==> config.mk <==
export PLATFORM = sky130hd
export DESIGN_NAME = approx_err_monitor_flat
export DESIGN_NICKNAME = d
export VERILOG_FILES = /design/src/rtl/approx_mon_pkg.sv /design/src/rtl/approx_err_monitor_if.sv /design/src/rtl/approx_err_stage.sv /design/src/rtl/approx_err_monitor.sv /design/src/flat_wrapper.sv
export SDC_FILE = /design/constraint.sdc
export NUM_CORES = 1
export LEC_CHECK = 0
export CAP_MARGIN = 20
export CORE_AREA = 2 2 212 214
export CTS_BUF_LIST = sky130_fd_sc_hd__clkbuf_8
export DETAILED_ROUTE_END_ITERATION = 12
export DIE_AREA = 0 0 214 216
export PLACE_DENSITY = 0.61
export SLEW_MARGIN = 20
export SYNTH_ARGS = -nofsm -noshare
export SYNTH_HDL_FRONTEND = slang
export SYNTH_SLANG_ARGS = --single-unit
==> constraint.sdc <==
create_clock -name clk -period 13 [get_ports clk]
set_input_delay 1.95 -clock clk [delete_from_list [all_inputs] [get_ports clk]]
set_output_delay 1.95 -clock clk [all_outputs]
set_load 0.02 [all_outputs]
==> src/rtl/approx_mon_pkg.sv <==
// Shared types and helpers for the approximate-adder error monitor.
package approx_mon_pkg;

  typedef enum logic [1:0] {
    ST_RUN    = 2'd0,
    ST_DRAIN  = 2'd1,
    ST_REPORT = 2'd2
  } state_e;

  localparam int DRAIN_CYCLES = 2;
  localparam int DRAIN_CNT_W  = $clog2(DRAIN_CYCLES + 1);

  // Adds inc to acc and clamps the result to the all-ones value of a w-bit field.
  function automatic logic [63:0] sat_inc(input logic [63:0] acc,
                                          input logic [63:0] inc,
                                          input int unsigned w);
    logic [64:0] sum;
    logic [64:0] lim;
    sum = {1'b0, acc} + {1'b0, inc};
    lim = (65'd1 << w) - 65'd1;
    if (sum > lim) begin
      return lim[63:0];
    end
    return sum[63:0];
  endfunction

endpackage

==> src/rtl/approx_err_monitor_if.sv <==
// Sample stream, control pulses and snapshot bus of the error monitor.
interface approx_err_monitor_if #(
  parameter int N     = 16,
  parameter int CNT_W = 32,
  parameter int ACC_W = 48
);
  logic             in_valid;
  logic             in_ready;
  logic [N-1:0]     in_x;
  logic [N-1:0]     in_y;
  logic [N-1:0]     in_s;
  logic             in_co;
  logic             clear;
  logic             report;
  logic             rpt_valid;
  logic             rpt_ready;
  logic [CNT_W-1:0] n_samples;
  logic [CNT_W-1:0] n_err;
  logic [CNT_W-1:0] n_hi_err;
  logic [ACC_W-1:0] sum_ed;
  logic [N:0]       max_ed;

  modport master (
    output in_valid, in_x, in_y, in_s, in_co, clear, report, rpt_ready,
    input  in_ready, rpt_valid, n_samples, n_err, n_hi_err, sum_ed, max_ed
  );

  modport slave (
    input  in_valid, in_x, in_y, in_s, in_co, clear, report, rpt_ready,
    output in_ready, rpt_valid, n_samples, n_err, n_hi_err, sum_ed, max_ed
  );
endinterface

==> src/rtl/approx_err_stage.sv <==
// Stage 2: error distance, error flags and saturating statistics accumulators.
// Updates one cycle after stage 1 captures a sample; clr_i drops the in-flight sample.
module approx_err_stage
  import approx_mon_pkg::*;
#(
  parameter int N     = 16,
  parameter int K     = 7,
  parameter int CNT_W = 32,
  parameter int ACC_W = 48
) (
  input  logic             clk,
  input  logic             rst,
  input  logic             clr_i,
  input  logic             vld_i,
  input  logic [N:0]       e_i,
  input  logic [N:0]       a_i,
  output logic [CNT_W-1:0] n_samples_o,
  output logic [CNT_W-1:0] n_err_o,
  output logic [CNT_W-1:0] n_hi_err_o,
  output logic [ACC_W-1:0] sum_ed_o,
  output logic [N:0]       max_ed_o
);
  logic [N:0]       ed;
  logic             err;
  logic             hi_err;
  logic [CNT_W-1:0] n_samples_q, n_samples_d;
  logic [CNT_W-1:0] n_err_q, n_err_d;
  logic [CNT_W-1:0] n_hi_err_q, n_hi_err_d;
  logic [ACC_W-1:0] sum_ed_q, sum_ed_d;
  logic [N:0]       max_ed_q, max_ed_d;

  always_comb begin
    ed          = (e_i >= a_i) ? (e_i - a_i) : (a_i - e_i);
    err         = (e_i != a_i);
    hi_err      = (e_i[N:K] != a_i[N:K]);
    n_samples_d = CNT_W'(sat_inc(64'(n_samples_q), 64'd1, CNT_W));
    n_err_d     = CNT_W'(sat_inc(64'(n_err_q), 64'(err), CNT_W));
    n_hi_err_d  = CNT_W'(sat_inc(64'(n_hi_err_q), 64'(hi_err), CNT_W));
    sum_ed_d    = ACC_W'(sat_inc(64'(sum_ed_q), 64'(ed), ACC_W));
    max_ed_d    = (ed > max_ed_q) ? ed : max_ed_q;
  end

  always_ff @(posedge clk) begin
    if (rst || clr_i) begin
      n_samples_q <= '0;
      n_err_q     <= '0;
      n_hi_err_q  <= '0;
      sum_ed_q    <= '0;
      max_ed_q    <= '0;
    end else if (vld_i) begin
      n_samples_q <= n_samples_d;
      n_err_q     <= n_err_d;
      n_hi_err_q  <= n_hi_err_d;
      sum_ed_q    <= sum_ed_d;
      max_ed_q    <= max_ed_d;
    end
  end

  assign n_samples_o = n_samples_q;
  assign n_err_o     = n_err_q;
  assign n_hi_err_o  = n_hi_err_q;
  assign sum_ed_o    = sum_ed_q;
  assign max_ed_o    = max_ed_q;

endmodule

==> src/rtl/approx_err_monitor.sv <==
// Approximate-adder error monitor: one sample/cycle, stats visible 2 cycles after accept.
// report drains 2 cycles then holds a frozen snapshot until rpt_ready; in_ready is low meanwhile.
module approx_err_monitor
  import approx_mon_pkg::*;
#(
  parameter int N     = 16,
  parameter int K     = 7,
  parameter int CNT_W = 32,
  parameter int ACC_W = 48
) (
  input logic                 clk,
  input logic                 rst,
  approx_err_monitor_if.slave bus
);
  state_e                 state_q, state_d;
  logic [DRAIN_CNT_W-1:0] drain_cnt_q, drain_cnt_d;
  logic                   in_ready;
  logic                   rpt_valid;
  logic                   clr_en;
  logic                   accept;
  logic                   s1_vld_q;
  logic [N:0]             s1_e_q;
  logic [N:0]             s1_a_q;

  always_comb begin
    state_d     = state_q;
    drain_cnt_d = drain_cnt_q;
    in_ready    = 1'b0;
    rpt_valid   = 1'b0;
    clr_en      = 1'b0;
    case (state_q)
      ST_RUN: begin
        in_ready = 1'b1;
        clr_en   = bus.clear;
        if (bus.report) begin
          state_d     = ST_DRAIN;
          drain_cnt_d = '0;
        end
      end
      ST_DRAIN: begin
        if (drain_cnt_q == DRAIN_CNT_W'(DRAIN_CYCLES - 1)) begin
          state_d = ST_REPORT;
        end else begin
          drain_cnt_d = drain_cnt_q + DRAIN_CNT_W'(1);
        end
      end
      ST_REPORT: begin
        rpt_valid = 1'b1;
        if (bus.rpt_ready) begin
          state_d = ST_RUN;
        end
      end
      default: state_d = ST_RUN;
    endcase
  end

  assign accept = bus.in_valid && in_ready;

  // Stage 1 reloads every cycle, so a clear only has to stop stage 2 from using its content.
  always_ff @(posedge clk) begin
    if (rst) begin
      state_q     <= ST_RUN;
      drain_cnt_q <= '0;
      s1_vld_q    <= 1'b0;
      s1_e_q      <= '0;
      s1_a_q      <= '0;
    end else begin
      state_q     <= state_d;
      drain_cnt_q <= drain_cnt_d;
      s1_vld_q    <= accept;
      if (accept) begin
        s1_e_q <= {1'b0, bus.in_x} + {1'b0, bus.in_y};
        s1_a_q <= {bus.in_co, bus.in_s};
      end
    end
  end

  approx_err_stage #(
    .N    (N),
    .K    (K),
    .CNT_W(CNT_W),
    .ACC_W(ACC_W)
  ) u_stage (
    .clk        (clk),
    .rst        (rst),
    .clr_i      (clr_en),
    .vld_i      (s1_vld_q),
    .e_i        (s1_e_q),
    .a_i        (s1_a_q),
    .n_samples_o(bus.n_samples),
    .n_err_o    (bus.n_err),
    .n_hi_err_o (bus.n_hi_err),
    .sum_ed_o   (bus.sum_ed),
    .max_ed_o   (bus.max_ed)
  );

  assign bus.in_ready  = in_ready;
  assign bus.rpt_valid = rpt_valid;

endmodule

==> src/flat_wrapper.sv <==
// flat-port wrapper written by rule: the top's interface ports become plain ports
module approx_err_monitor_flat import approx_mon_pkg::*;
#(
  parameter int N     = 16,
  parameter int K     = 7,
  parameter int CNT_W = 32,
  parameter int ACC_W = 48
)
  (clk, rst, bus_in_valid, bus_in_x, bus_in_y, bus_in_s, bus_in_co, bus_clear, bus_report, bus_rpt_ready, bus_in_ready, bus_rpt_valid, bus_n_samples, bus_n_err, bus_n_hi_err, bus_sum_ed, bus_max_ed);
  approx_err_monitor_if #(.N(N), .CNT_W(CNT_W), .ACC_W(ACC_W)) bus_i ();
  input logic clk;
  input logic rst;
  input wire logic [$bits(bus_i.in_valid)-1:0] bus_in_valid;
  input wire logic [$bits(bus_i.in_x)-1:0] bus_in_x;
  input wire logic [$bits(bus_i.in_y)-1:0] bus_in_y;
  input wire logic [$bits(bus_i.in_s)-1:0] bus_in_s;
  input wire logic [$bits(bus_i.in_co)-1:0] bus_in_co;
  input wire logic [$bits(bus_i.clear)-1:0] bus_clear;
  input wire logic [$bits(bus_i.report)-1:0] bus_report;
  input wire logic [$bits(bus_i.rpt_ready)-1:0] bus_rpt_ready;
  output wire logic [$bits(bus_i.in_ready)-1:0] bus_in_ready;
  output wire logic [$bits(bus_i.rpt_valid)-1:0] bus_rpt_valid;
  output wire logic [$bits(bus_i.n_samples)-1:0] bus_n_samples;
  output wire logic [$bits(bus_i.n_err)-1:0] bus_n_err;
  output wire logic [$bits(bus_i.n_hi_err)-1:0] bus_n_hi_err;
  output wire logic [$bits(bus_i.sum_ed)-1:0] bus_sum_ed;
  output wire logic [$bits(bus_i.max_ed)-1:0] bus_max_ed;
  assign bus_i.in_valid = bus_in_valid;
  assign bus_i.in_x = bus_in_x;
  assign bus_i.in_y = bus_in_y;
  assign bus_i.in_s = bus_in_s;
  assign bus_i.in_co = bus_in_co;
  assign bus_i.clear = bus_clear;
  assign bus_i.report = bus_report;
  assign bus_i.rpt_ready = bus_rpt_ready;
  assign bus_in_ready = bus_i.in_ready;
  assign bus_rpt_valid = bus_i.rpt_valid;
  assign bus_n_samples = bus_i.n_samples;
  assign bus_n_err = bus_i.n_err;
  assign bus_n_hi_err = bus_i.n_hi_err;
  assign bus_sum_ed = bus_i.sum_ed;
  assign bus_max_ed = bus_i.max_ed;
  approx_err_monitor #(.N(N), .K(K), .CNT_W(CNT_W), .ACC_W(ACC_W)) u_core (.clk(clk), .rst(rst), .bus(bus_i));
endmodule
======== Word level (Yosys, flattened, before mapping) ========
Cells that the tools add are included.
cells by class
  reductions and logical operators ........ 7
  $mul .................................... 0
  bitwise gates (word level) .............. 0
  divide/modulo/power cells ............... 0
  $lt $le $gt $ge ......................... 6
  shifts and indexed selects .............. 0
  multiplexer cells ....................... 23
  equal/unequal tests ..................... 9
  add/subtract/negate cells ............... 8
operators by type and width
  operator                                                                 count
  32-bit 2-to-1 mux                                                        6
  33-bit by 32-bit > comparator with 1-bit output (second input constant)  3
  48-bit 2-to-1 mux                                                        2
  32-bit by 1-bit adder with 33-bit output                                 2
  48-bit by 17-bit adder with 49-bit output                                1
  49-bit by 48-bit > comparator with 1-bit output (second input constant)  1
  17-bit subtractor                                                        2
  32-bit by 1-bit adder with 33-bit output (second input constant)         1
  16-bit by 16-bit adder with 17-bit output                                1
  17-bit >= comparator                                                     1
  17-bit > comparator                                                      1
  17-bit 2-to-1 mux                                                        1
  17-bit inequality test                                                   1
  2-bit 2-to-1 mux                                                         5
  10-bit inequality test                                                   1
  1-bit 2-to-1 mux                                                         7
  2-bit inequality test (second input constant)                            3
  2-bit case mux with 3 select lines                                       1
  3-bit AND reduction                                                      2
  2-bit by 1-bit == test with 1-bit output (second input constant)         2
  2-bit case mux with 2 select lines                                       1
  2-bit by 1-bit adder with 2-bit output (second input constant)           1
  2-bit == test (second input constant)                                    1
  2-bit logical NOT                                                        1
  other kinds (5)                                                          5
storage, ports and cells
  logic and storage cells ................. 63
  memory bits (writable) .................. 0
  register bits after elaboration ......... 200
  memory bits (read-only) ................. 0
  latch bits .............................. 0
  memories kept ........................... 0
  output and inout bits ................... 163
  input bits .............................. 55

======== Depth between registers and ports, before layout ========
Gate-level depths: netlist of the first run.
  word-level depth ........................ 6
  mapped depth ............................ 25
  depth with buffers taken out ............ 23

======== Cells and area by module ========
From an unflattened synthesis of the first run, not the netlist that was laid out.
unflattened totals
  cells, all modules ...................... 1700
  area total of the unflattened synthesis .. 13038.8 µm²
modules (own cells, without submodules)
  module              cells an instance  instances  seq. area each (µm²)  area an instance (µm²)
  approx_err_stage    1424               1          3223.1                10822.9
  approx_err_monitor  276                1          780.7                 2215.9

======== Worst setup path before layout of the first run ========
OpenSTA, ideal clock, no wires.
  kind .................................... reg-to-reg
  from .................................... register u_core.s1_a_q[6]
  to ...................................... register u_core.u_stage.sum_ed_q[2], in the netlist u_core.u_stage.sum_ed_o[2]
  library setup time ...................... 137 ps
  data required time ...................... 12863 ps
  buffers on the path ..................... 5
  path slack .............................. 7747 ps
  clock period less this slack ............ 5253 ps
  arrival time ............................ 5117 ps
  stages on the path, launching flop included .. 25
  cell sequence ........................... dfxtp_1 inv_1 ha_1 buf_2 a211oi_2 o21bai_1 and4bb_1 o21ba_2 a211o_2 nand2_1 buf_4 mux2_4 or3_1 o21a_1 xor2_1 ha_1 a21o_1 a21o_1 a21oi_1 nand2_1 clkbuf_1 nand3b_1 clkbuf_1 buf_1 a31oi_1
on the way
  word-level cells in the longest chain between the ends .. 6
  elaborated cells between the ends (all ways) .. 8
  classes of those cells .................. add/sub (3); order compare (2); mux (3)
RTL lines
  what                                                       RTL line                  source
  from (decl)                                                approx_err_monitor.sv:23  logic [N:0] s1_a_q;
  from (signal assigned)                                     approx_err_monitor.sv:73  s1_a_q <= {bus.in_co, bus.in_s};
  17-bit subtractor or 17-bit >= comparator (tied branches)  approx_err_stage.sv:33    ed = (e_i >= a_i) ? (e_i - a_i) : (a_i - e_i);
  17-bit 2-to-1 mux (*)                                      approx_err_stage.sv:33
  net u_core.u_stage.ed[14]                                  approx_err_stage.sv:23    logic [N:0] ed;
  48-bit by 17-bit adder with 49-bit output (*)              approx_mon_pkg.sv:19      sum = {1'b0, acc} + {1'b0, inc};
  49-bit by 48-bit > comparator with 1-bit output (*)        approx_mon_pkg.sv:21      if (sum > lim) begin
  1-bit 2-to-1 mux (*)                                       approx_mon_pkg.sv:21
  48-bit 2-to-1 mux (*)                                      approx_mon_pkg.sv:24      return sum[63:0];
  to (signal assigned)                                       approx_err_stage.sv:54    sum_ed_q <= sum_ed_d;
  to (decl)                                                  approx_err_stage.sv:29    logic [ACC_W-1:0] sum_ed_q, sum_ed_d;
The timed path passes the listed nets; every way through them passes the cells marked *.
A chain may end at the register's enable or synchronous reset.

======== Final worst setup path of the first run ========
  from .................................... register u_core.s1_a_q[7]
  to ...................................... register u_core.u_stage.sum_ed_q[39], in the netlist u_core.u_stage.sum_ed_o[39]
on the way
  word-level cells in the longest chain between the ends .. 6
  elaborated cells between the ends (all ways) .. 8
  classes of those cells .................. add/sub (3); order compare (2); mux (3)
RTL lines
  what                                                       RTL line
  17-bit subtractor or 17-bit >= comparator (tied branches)  approx_err_stage.sv:33
  17-bit 2-to-1 mux (*)                                      approx_err_stage.sv:33
  net u_core.u_stage.ed[14]                                  approx_err_stage.sv:23
  48-bit by 17-bit adder with 49-bit output (*)              approx_mon_pkg.sv:19
  49-bit by 48-bit > comparator with 1-bit output            approx_mon_pkg.sv:21
  1-bit 2-to-1 mux                                           approx_mon_pkg.sv:21
  48-bit 2-to-1 mux (*)                                      approx_mon_pkg.sv:24
Marks and branches as above.

==> results.sh, run 1 <==
export IMPL_status="finished, final reports clean"
export IMPL_floorplan_core_area_um2=43800
export IMPL_cts_resized_gates=0
export IMPL_cts_tree="yes"
export IMPL_finalCriticalPeriod_ns=6.54
export IMPL_number_of_clock_sinks=200
export IMPL_power_density_nw_per_um2=115
export IMPL_finClkSkew_ns=0.0213
export IMPL_die_width_um=214
export IMPL_most_area_hungry_cell_type_in_the_yosys_netlist="sky130_fd_sc_hd__dfxtp_1"
export IMPL_crit_arrival_ns=6.97
export IMPL_final_hold_viol_count=0
export IMPL_grt_pass1_vias=11989
export IMPL_worst_path_max_delay_cell="sky130_fd_sc_hd__nor2_1"
export IMPL_ys_flop_type="sky130_fd_sc_hd__dfxtp_1"
export IMPL_cp_data_required_time_ns=13.43
export IMPL_die_h_um=216
export IMPL_ant_diodes=0
export IMPL_timing_critical_path_from_type="flip-flop"
export IMPL_syn_num_nets=1852
export IMPL_initial_utilization_pct=29.8
export IMPL_holdBufCountCts=0
export IMPL_avgViaCountPerCell=5.35
export IMPL_worst_setup_hold_path_clk_slew_ns=0.12
export IMPL_finalWeightedCongestion=0.885
export IMPL_antenna_violating_nets_post_route=0
export IMPL_route_detailed_wl_per_inst_um=16.4
export IMPL_num_io_pins=218
export IMPL_ys_seq_elements=200
export IMPL_reg2reg_from="u_core.s1_a_q[7]"
export IMPL_critical_path_peak_fanout=15
export IMPL_asyncSetResetFlopFracSynth_pct=0
export IMPL_globalRouteTotalUtil_pct=16.8
export IMPL_timing_critical_path_cells="inv_1, ha_1, o21ai_0, o21bai_1, and4bb_1, o21ba_2, a211o_2, nand2_1, mux2_4, or3_1, o21a_1, xor2_1, ha_1, a21o_1, a21o_1, a21oi_1, a211oi_1, nor2_1, nand2_1, o21ai_0, nor2_1"
export IMPL_finalSetupViolCount=0
export IMPL_portBuffers=217
export IMPL_overflow=0
export IMPL_initialDrtViolationCount=971
export IMPL_place_hpwl_mm=29.6
export IMPL_fin_setup_tns_ns=0
export IMPL_routed_via_count=13138
export IMPL_first_pass_iters=7
export IMPL_slew_headroom_pct=27.6
export IMPL_rsz0062_at_grt="false"
export IMPL_number_of_enable_type_register_cells_in_the_synthesized_netlist=0
export IMPL_crit_start="u_core.s1_a_q[7]"
export IMPL_yosys_warnings=0
export IMPL_cts_htree_levels=4
export IMPL_postSynthCellCount=1702
export IMPL_fillers=4537
export IMPL_syn_mean_instance_area_um2=7.67
export IMPL_grt_max_degree=88
export IMPL_fp_dieArea_um2=46200
export IMPL_setup_worst_path_class="reg -> reg"
export IMPL_cts_inserted_buffers=17
export IMPL_clk_root_buffer_cell="sky130_fd_sc_hd__clkbuf_8"
export IMPL_grt_pass1_wl_mm=63.6
export IMPL_fin_nets=2002
export IMPL_later_pin_clock_latency_in_the_skew_report_ns=0.53
export IMPL_critical_path_endpoint_type="flip-flop"
export IMPL_post_synth_main_area_contributors="sky130_fd_sc_hd__dfxtp_1 (31%), sky130_fd_sc_hd__ha_1 (8.7%), sky130_fd_sc_hd__a21oi_1 (6.3%)"
export IMPL_timing_worst_slew_pin_value_ns=1.08
export IMPL_cts_setup_buffers=0
export IMPL_max_clock_path_buffers=2
export IMPL_wirelength_mm=40.2
export IMPL_post_route_period_util_pct=50.3
export IMPL_power_static_leakage_uw=0.00589
export IMPL_placementRows=77
export IMPL_peak_supply_drop_mv=0.0532
export IMPL_final_max_slew_viol_count=0
export IMPL_final_util_pct=36.7
export IMPL_mappedNetlistArea_um2=13100
export IMPL_route_detailed_drc=0
export IMPL_synth_sequential_area_ratio_pct=30.7
export IMPL_worst_hold_path_type="reg -> reg"
export IMPL_max_cap_viol_count=0
export IMPL_max_stage_delay_ns=0.87
export IMPL_synth_lib_cells_used_distinct=81
export IMPL_number_of_antenna_violations_at_the_first_check_in_global_routing=0
export IMPL_drive_gt1_share_pct=4.35
export IMPL_fmax_mhz=153
export IMPL_hold_start="u_core.s1_a_q[16]"
export IMPL_area_growth_syn_to_layout_pct=23.1
export IMPL_synth_top_cell_area_share_pct=30.7
-- placed cells by master (no fill, tap or decap), types with 17 or more instances in the layout --
cell,instances
sky130_fd_sc_hd__o21a_1,19
sky130_fd_sc_hd__nor3_1,46
sky130_fd_sc_hd__ha_1,91
sky130_fd_sc_hd__and3_1,50
sky130_fd_sc_hd__or3_1,18
sky130_fd_sc_hd__a211oi_1,30
sky130_fd_sc_hd__nand2_1,170
sky130_fd_sc_hd__clkbuf_8,17
sky130_fd_sc_hd__xnor2_1,28
sky130_fd_sc_hd__nor2_1,166
sky130_fd_sc_hd__dfxtp_1,199
sky130_fd_sc_hd__o21ai_0,111
sky130_fd_sc_hd__inv_1,88
sky130_fd_sc_hd__a21oi_1,163
sky130_fd_sc_hd__nand3_1,66
sky130_fd_sc_hd__a31oi_1,45
sky130_fd_sc_hd__clkdlybuf4s50_1,217
sky130_fd_sc_hd__nand4_1,26
sky130_fd_sc_hd__a21o_1,34
sky130_fd_sc_hd__a311oi_1,28
-- cell type report --
type / count / area, um2 / area share, %
multi-input cells: 1318 / 8340 / 51.9
flip-flops and latches: 200 / 4010 / 24.9
repair buffers: 228 / 2250 / 14.0
well taps: 592 / 741 / 4.61
inverters: 87 / 327 / 2.03
clock buffers: 17 / 234 / 1.46
clock inverters: 14 / 166 / 1.04
-- worst max-delay path, delay by kind of cell, from the launching register on --
family | cells | cell delay, ns
AOI/OAI and AO/OA | 10 | 2.34
xor gates and xnor gates | 1 | 0.24
adders and majority gates | 2 | 0.83
buffers and inverters | 1 | 0.06
DFF | 1 | 0.37
muxes | 1 | 0.35
and+or+nand+nor | 6 | 2.24
-- sequential cells by signal (all words and copies together), names as in the netlist --
name	cells
u_core.s1_a_q	17
u_core.s1_vld_q	1
u_core.s1_e_q	17
u_core.u_stage.n_samples_o	32
u_core.drain_cnt_q	2
u_core.u_stage.n_hi_err_o	32
u_core.u_stage.max_ed_o	17
u_core.state_q	2
u_core.u_stage.sum_ed_o	48
u_core.u_stage.n_err_o	32
-- per-stage QoR --
stage / power [uW] / area [um2] / hold WS, ns / std cells / setup slack [ns]
4_1_cts: 1870 / 16100 / 0.463 / 2456 / 6.46
3_3_place_gp: 1420 / 15700 / 0.448 / 2425 / 6.75
5_1_grt: 1970 / 16100 / 0.501 / 2456 / 6.06
6_report: 1850 / 16100 / 0.463 / 2456 / 6.46
3_5_place_dp: 1440 / 15700 / 0.449 / 2425 / 6.49
2_1_floorplan: 1220 / 13100 / 0.436 / 1702 / 7.75
-- cell usage after synthesis (all sizes together), types with 5 or more instances --
cell type and number:
a211oi 32, a21o 35, a21oi 164, a311oi 28
a31oi 46, a41oi 10, and2 19, and3 54
and4 12, buf 26, clkbuf 71, dfxtp 200
ha 91, inv 87, mux2i 10, nand2 170
nand2b 16, nand3 66, nand4 27, nand4b 5
nor2 166, nor2b 11, nor3 53, nor3b 5
nor4 8, o211a 6, o211ai 5, o21a 19
o21ai 113, o21bai 10, o221a 6, or3 18
xnor2 28, xor2 14
-- routing by layer --
| metal | GRT usage (%) | vias up | wire length [um] |
|---|---|---|---|
| met5 | 0 | - | 0 |
| met1 | 22.1 | 6216 | 18600 |
| li1 | - | 6486 | - |
| met3 | 3.33 | 37 | 2350 |
| met2 | 27.7 | 399 | 18600 |
| met4 | 4.71 | 0 | 637 |
-- report_power, final --
part           internal, uW  switching [uW]
combinational           309             451
clock                   175             249
sequential              639            27.2
-- cell families (layout without fill, tap and decap cells) --
family	Yosys count	after routing	synth area share, %
buf+inv	184	346	5.70
flops	200	200	30.7
simple gates	642	642	24.4
fa+ha+maj	95	95	9.34
xor+xnor	42	42	2.82
compound gates	528	528	26.2
mux	11	11	0.882
-- path summary, 6_finish.rpt --
path | end | slack [ns] | cells past startpoint
min reg2reg | u_core.s1_a_q[16] | 0.46 | 2
max reg2reg | u_core.u_stage.sum_ed_o[39] | 6.46 | 21
min | u_core.s1_a_q[16] | 0.46 | 2
max | u_core.u_stage.sum_ed_o[39] | 6.46 | 21
No activity file was read; power rests on OpenSTA's default activity.
==> run 2, diff against run 1 <==
clock period = 6.8 ns   (was 13 ns; I/O delays follow)
==> run 2 against run 1 <==
Effect of this change: critical endpoint is now u_core.u_stage.sum_ed_o[37]; setup slack worse by 5.7 ns; register-to-register slack got worse by 5.7 ns; clock skew increased by 0.0036 ns; cell count grew 0.12%; fmax rose by 9.2%; power increased by 91%; non-clock buffer count increased by 2; highest routed layer unchanged; critical path depth is 1 lower; utilization grew 0.097 points.
==> results.sh, run 2 (same netlist as run 1, synthesis figures left out) <==
export IMPL_grt_max_degree=66
export IMPL_drive_gt1_share_pct=4.55
export IMPL_initialDrtViolationCount=968
export IMPL_slew_headroom_pct=29.5
export IMPL_critical_path_endpoint_type="flip-flop"
export IMPL_later_pin_clock_latency_in_the_skew_report_ns=0.54
export IMPL_finalCriticalPeriod_ns=5.99
export IMPL_numPlacedInstances=2427
export IMPL_num_io_pins=218
export IMPL_cts_tree="yes"
export IMPL_finClkSkew_ns=0.0249
export IMPL_final_max_slew_viol_count=0
export IMPL_route_detailed_wl_per_inst_um=16.5
export IMPL_critical_path_peak_fanout=11
export IMPL_number_of_antenna_violations_at_the_first_check_in_global_routing=0
export IMPL_area_growth_syn_to_layout_pct=23.4
export IMPL_portBuffers=217
export IMPL_routed_via_count=13194
export IMPL_fp_dieArea_um2=46200
export IMPL_globalRouteMet1Util_pct=21.6
export IMPL_worst_setup_hold_path_clk_slew_ns=0.11
export IMPL_peak_supply_drop_mv=0.137
export IMPL_power_static_leakage_uw=0.00589
export IMPL_largest_reg_flops=48
export IMPL_fin_cells=2459
export IMPL_die_width_um=214
export IMPL_r2r_end="u_core.u_stage.sum_ed_o[37]"
export IMPL_finalWeightedCongestion=0.867
export IMPL_cts_inserted_buffers=17
export IMPL_reg2reg_from="u_core.s1_a_q[7]"
export IMPL_die_h_um=216
export IMPL_mostFrequentLayoutCell="sky130_fd_sc_hd__clkdlybuf4s50_1"
export IMPL_fmax_mhz=167
export IMPL_post_route_period_util_pct=88.1
export IMPL_place_hpwl_mm=30.1
export IMPL_grt_pass1_wl_mm=63.5
export IMPL_overflow=0
export IMPL_globalRouteMet2Util_pct=28.2
export IMPL_power_density_nw_per_um2=220
export IMPL_rsz0062_at_grt="false"
export IMPL_cts_resized_gates=0
export IMPL_grt_met3_usage_pct=3.06
export IMPL_grt_pass1_vias=12103
export IMPL_cp_data_required_time_ns=7.23
export IMPL_power_after_layout_uw=3540
export IMPL_wirelength_mm=40.6
export IMPL_number_of_clock_sinks=200
export IMPL_depth_of_the_most_critical_reg_to_reg_path=20
export IMPL_timing_critical_path_to="u_core.u_stage.sum_ed_o[37]"
export IMPL_globalRouteTotalUtil_pct=16.7
export IMPL_commonest_cells_after_routing_fill_and_taps_aside="sky130_fd_sc_hd__clkdlybuf4s50_1 (217), sky130_fd_sc_hd__dfxtp_1 (199), sky130_fd_sc_hd__nand2_1 (170), sky130_fd_sc_hd__nor2_1 (166), sky130_fd_sc_hd__a21oi_1 (163)"
export IMPL_ant_diodes=0
export IMPL_max_clock_path_buffers=2
export IMPL_hold_start="u_core.s1_a_q[16]"
export IMPL_status="finished, final reports clean"
export IMPL_placementRows=77
export IMPL_timing_critical_path_from_type="flip-flop"
export IMPL_multi_input_area_um2=8340
export IMPL_timing_worst_slew_pin_value_ns=1.06
export IMPL_avgViaCountPerCell=5.37
export IMPL_crit_start="u_core.s1_a_q[7]"
export IMPL_final_hold_viol_count=0
export IMPL_holdBufCountCts=0
export IMPL_fin_nets=2004
export IMPL_floorplan_core_area_um2=43800
export IMPL_route_detailed_drc=0
export IMPL_clk_root_buffer_cell="sky130_fd_sc_hd__clkbuf_8"
export IMPL_finalSetupViolCount=0
export IMPL_fin_setup_tns_ns=0
export IMPL_fillers=4490
export IMPL_cts_htree_levels=4
export IMPL_rrSetupSlack_ns=0.81
export IMPL_setup_worst_path_class="reg -> reg"
export IMPL_area_sequential_um2=4010
export IMPL_first_pass_iters=5
export IMPL_cts_setup_buffers=0
export IMPL_antenna_violating_nets_post_route=0
export IMPL_crit_arrival_ns=6.42
export IMPL_worst_hold_path_type="reg -> reg"
export IMPL_max_cap_viol_count=0
export IMPL_global_route_peak_usage_layer="met2"
export IMPL_initial_utilization_pct=29.8
run 2: worst min-delay path by stage:
stage | cells after the start | to | slack (ns)
2_1_floorplan | 2 | u_core.s1_a_q[16] | 0.44
3_3_place_gp | 2 | u_core.s1_a_q[16] | 0.45
3_5_place_dp | 2 | u_core.s1_a_q[16] | 0.45
4_1_cts | 2 | u_core.s1_a_q[16] | 0.47
5_1_grt | 2 | u_core.s1_e_q[3] | 0.51
6_report | 2 | u_core.s1_a_q[16] | 0.47
run 2: layer usage:
layer	vias up	share of wire [%]
met5	-	0
met4	0	2.0
met3	51	5.7
met2	427	46
met1	6213	46
li1	6503	-
run 2: critical path, stage by stage, from the launching register on:
cell                        delay, ns
sky130_fd_sc_hd__dfxtp_1         0.36
sky130_fd_sc_hd__inv_1           0.05
sky130_fd_sc_hd__ha_1            0.48
sky130_fd_sc_hd__o21ai_0         0.15
sky130_fd_sc_hd__o21bai_1        0.23
sky130_fd_sc_hd__and4bb_1        0.26
sky130_fd_sc_hd__o21ba_2         0.25
sky130_fd_sc_hd__a211oi_2        0.49
sky130_fd_sc_hd__nor2_1          0.28
sky130_fd_sc_hd__mux2i_1         0.19
sky130_fd_sc_hd__xnor2_1         0.35
sky130_fd_sc_hd__ha_1            0.34
sky130_fd_sc_hd__a21oi_1         0.21
sky130_fd_sc_hd__o21bai_1        0.12
sky130_fd_sc_hd__a2111oi_0       0.62
sky130_fd_sc_hd__nor3_1          0.14
sky130_fd_sc_hd__o311ai_1        0.56
sky130_fd_sc_hd__a211oi_1        0.31
sky130_fd_sc_hd__nand3_1         0.15
sky130_fd_sc_hd__a21oi_1         0.07
sky130_fd_sc_hd__o221a_2         0.27
run 2: final cells by class:
cell class	count	area share, %
multi-input cells	1318	51.8
flip-flops and latches	200	24.9
repair buffers	230	14.2
well taps	592	4.60
inverters	87	2.03
clock buffers	17	1.45
clock inverters	15	1.13
run 2: metrics by stage:
step / setup slack [ns] / hold WS [ns] / area, um2 / utilization [%]
floorplan: 1.55 / 0.436 / 13100 / -
global placement: 0.985 / 0.449 / 15700 / 35.8
detailed placement: 0.841 / 0.454 / 15700 / 35.8
CTS: 0.826 / 0.469 / 16100 / 36.8
global route: 0.266 / 0.507 / 16100 / 36.8
finish: 0.808 / 0.469 / 16100 / 36.8
run 2: power breakdown:
| part | internal, uW | leakage, uW | total (uW) | switching (uW) |
|---|---|---|---|---|
| Clock | 281 | 0.000200 | 809 | 528 |
| Combinational | 594 | 0.00407 | 1450 | 855 |
| Sequential | 1220 | 0.00162 | 1280 | 56.2 |
==> run 3, diff against run 2 <==
PLACE_DENSITY = 0.48   (was 0.61)
clock period = 5.9 ns   (was 6.8 ns; I/O delays follow)
==> run 3 against run 2 <==
Effect of this change: clock power up 15%; final area grew 0.81%; register-to-register slack worse by 0.40 ns; utilization grew 0.30 points; wire length up 4.1%; fmax up 9.1%; cell count increased by 0.73%; global-route usage rose by 1.0 points; critical endpoint unchanged; largest cell class unchanged; highest routed layer unchanged.
==> results.sh, run 3 (same netlist as run 1, synthesis figures left out) <==
export IMPL_first_pass_iters=5
export IMPL_drive_gt1_share_pct=5.73
export IMPL_fp_dieArea_um2=46200
export IMPL_num_io_pins=218
export IMPL_holdBufCountCts=0
export IMPL_setup_worst_path_class="reg -> reg"
export IMPL_grt_pass1_vias=12160
export IMPL_finalWeightedCongestion=0.881
export IMPL_fin_setup_tns_ns=0
export IMPL_power_density_nw_per_um2=255
export IMPL_globalRouteTotalUtil_pct=17.8
export IMPL_finalCriticalPeriod_ns=5.49
export IMPL_timing_critical_path_to="u_core.u_stage.sum_ed_o[37]"
export IMPL_rsz0062_at_grt="false"
export IMPL_cts_htree_levels=4
export IMPL_max_cap_viol_count=0
export IMPL_critical_path_endpoint_type="flip-flop"
export IMPL_routed_via_count=12974
export IMPL_wirelength_mm=42.2
export IMPL_route_detailed_wl_per_inst_um=17.0
export IMPL_status="finished, final reports clean"
export IMPL_commonest_cells_after_routing_fill_and_taps_aside="sky130_fd_sc_hd__clkdlybuf4s50_1 (217), sky130_fd_sc_hd__dfxtp_1 (199), sky130_fd_sc_hd__nand2_1 (168), sky130_fd_sc_hd__nor2_1 (165), sky130_fd_sc_hd__a21oi_1 (163)"
export IMPL_initial_utilization_pct=29.8
export IMPL_mostFrequentLayoutCell="sky130_fd_sc_hd__clkdlybuf4s50_1"
export IMPL_numPlacedInstances=2446
export IMPL_fin_cells=2477
export IMPL_timing_critical_path_from_type="flip-flop"
export IMPL_fin_nets=2023
export IMPL_ant_diodes=0
export IMPL_area_growth_syn_to_layout_pct=24.5
export IMPL_cts_tree="yes"
export IMPL_cts_inserted_buffers=17
export IMPL_initialDrtViolationCount=859
export IMPL_clk_root_buffer_cell="sky130_fd_sc_hd__clkbuf_8"
export IMPL_r2r_end="u_core.u_stage.sum_ed_o[37]"
export IMPL_die_h_um=216
export IMPL_fmax_mhz=182
export IMPL_largest_reg_flops=48
export IMPL_placementRows=77
export IMPL_fillers=4656
export IMPL_route_detailed_drc=0
export IMPL_place_hpwl_mm=31.5
export IMPL_die_width_um=214
export IMPL_later_pin_clock_latency_in_the_skew_report_ns=0.53
export IMPL_final_hold_viol_count=0
export IMPL_power_static_leakage_uw=0.00599
export IMPL_cts_resized_gates=0
export IMPL_timing_worst_slew_pin_value_ns=0.939
export IMPL_antenna_violating_nets_post_route=0
export IMPL_portBuffers=217
export IMPL_crit_arrival_ns=5.96
export IMPL_floorplan_core_area_um2=43800
export IMPL_worst_hold_path_type="reg -> reg"
export IMPL_critical_path_peak_fanout=9
export IMPL_worst_setup_hold_path_clk_slew_ns=0.10
export IMPL_final_max_slew_viol_count=0
export IMPL_depth_of_the_most_critical_reg_to_reg_path=20
export IMPL_number_of_clock_sinks=200
export IMPL_avgViaCountPerCell=5.24
export IMPL_rrSetupSlack_ns=0.41
export IMPL_finClkSkew_ns=0.0259
export IMPL_cp_data_required_time_ns=6.37
export IMPL_number_of_antenna_violations_at_the_first_check_in_global_routing=0
export IMPL_post_route_period_util_pct=93.1
export IMPL_cts_setup_buffers=0
export IMPL_reg2reg_from="u_core.s1_a_q[1]"
export IMPL_max_clock_path_buffers=2
export IMPL_grt_pass1_wl_mm=66.6
export IMPL_power_after_layout_uw=4140
export IMPL_peak_supply_drop_mv=0.123
export IMPL_grt_max_degree=60
export IMPL_finalSetupViolCount=0
export IMPL_slew_headroom_pct=37.4
export IMPL_overflow=0
export IMPL_crit_start="u_core.s1_a_q[1]"
run 3: cell count changes in the layout (fill, tap and decap cells not counted), moves of 2 or more:
cell / before / now
sky130_fd_sc_hd__clkinvlp_4: 2 / 0
sky130_fd_sc_hd__nand2_1: 170 / 168
sky130_fd_sc_hd__buf_4: 12 / 32
sky130_fd_sc_hd__clkinv_8: 6 / 0
sky130_fd_sc_hd__nand2_2: 0 / 2
sky130_fd_sc_hd__clkinv_2: 0 / 3
sky130_fd_sc_hd__bufinv_16: 0 / 2
run 3: critical path: stages, from the launching register on:
cell and delay [ns]:
sky130_fd_sc_hd__dfxtp_1 0.42, sky130_fd_sc_hd__inv_1 0.10, sky130_fd_sc_hd__ha_1 0.31, sky130_fd_sc_hd__nor2b_1 0.15
sky130_fd_sc_hd__o2111ai_1 0.15, sky130_fd_sc_hd__and4bb_1 0.26, sky130_fd_sc_hd__o21ba_2 0.26, sky130_fd_sc_hd__a211o_2 0.41
sky130_fd_sc_hd__nand2_2 0.23, sky130_fd_sc_hd__mux2_4 0.34, sky130_fd_sc_hd__or3_1 0.37, sky130_fd_sc_hd__o21a_1 0.21
sky130_fd_sc_hd__xor2_1 0.18, sky130_fd_sc_hd__ha_1 0.38, sky130_fd_sc_hd__and2_1 0.20, sky130_fd_sc_hd__o311ai_1 0.11
sky130_fd_sc_hd__buf_4 0.15, sky130_fd_sc_hd__a211oi_1 0.69, sky130_fd_sc_hd__nand3_1 0.16, sky130_fd_sc_hd__a21oi_1 0.18
sky130_fd_sc_hd__o221a_2 0.19
run 3: stage by stage:
| stage | hold slack (ns) | utilization [%] | area [um2] | setup slack, ns |
|---|---|---|---|---|
| floorplan | 0.436 | - | 13100 | 0.647 |
| global placement | 0.452 | 36.1 | 15800 | 0.271 |
| detailed placement | 0.459 | 36.1 | 15800 | 0.227 |
| CTS | 0.473 | 37.0 | 16200 | 0.197 |
| global route | 0.484 | 37.1 | 16200 | 0.0232 |
| finish | 0.473 | 37.1 | 16200 | 0.407 |
run 3: per-layer routing:
layer	share of wire, %	wire length [um]	GRT usage [%]	up-vias
li1	-	-	-	6549
met1	47	19700	23.2	6047
met2	47	19700	29.7	328
met3	4.9	2080	3.27	50
met4	1.7	716	5.52	0
met5	0	0	0	-
run 3: worst min-delay path by stage:
stage | startpoint | end | slack, ns | depth (start not counted)
after global placement | u_core.s1_a_q[16] | u_core.s1_a_q[16] | 0.45 | 2
after floorplan | u_core.s1_a_q[16] | u_core.s1_a_q[16] | 0.44 | 2
final | u_core.s1_a_q[16] | u_core.s1_a_q[16] | 0.47 | 2
after detailed placement | u_core.s1_a_q[16] | u_core.s1_a_q[16] | 0.46 | 2
after global routing | u_core.s1_a_q[16] | u_core.s1_a_q[16] | 0.48 | 2
after CTS | u_core.s1_a_q[16] | u_core.s1_a_q[16] | 0.47 | 2
run 3: report_power, final:
group,switching (uW),internal (uW)
registers,68.4,1410
clock network,541,393
logic,1010,718
run 3: layout make-up:
type / instances / area, um2 / share of cell area [%]
Clock inverter: 13 / 145 / 0.893
Multi-Input combinational cell: 1318 / 8360 / 51.5
Inverter: 87 / 327 / 2.01
Clock buffer: 18 / 248 / 1.53
Tap cell: 592 / 741 / 4.56
Timing Repair Buffer: 249 / 2410 / 14.9
Sequential cell: 200 / 4010 / 24.7
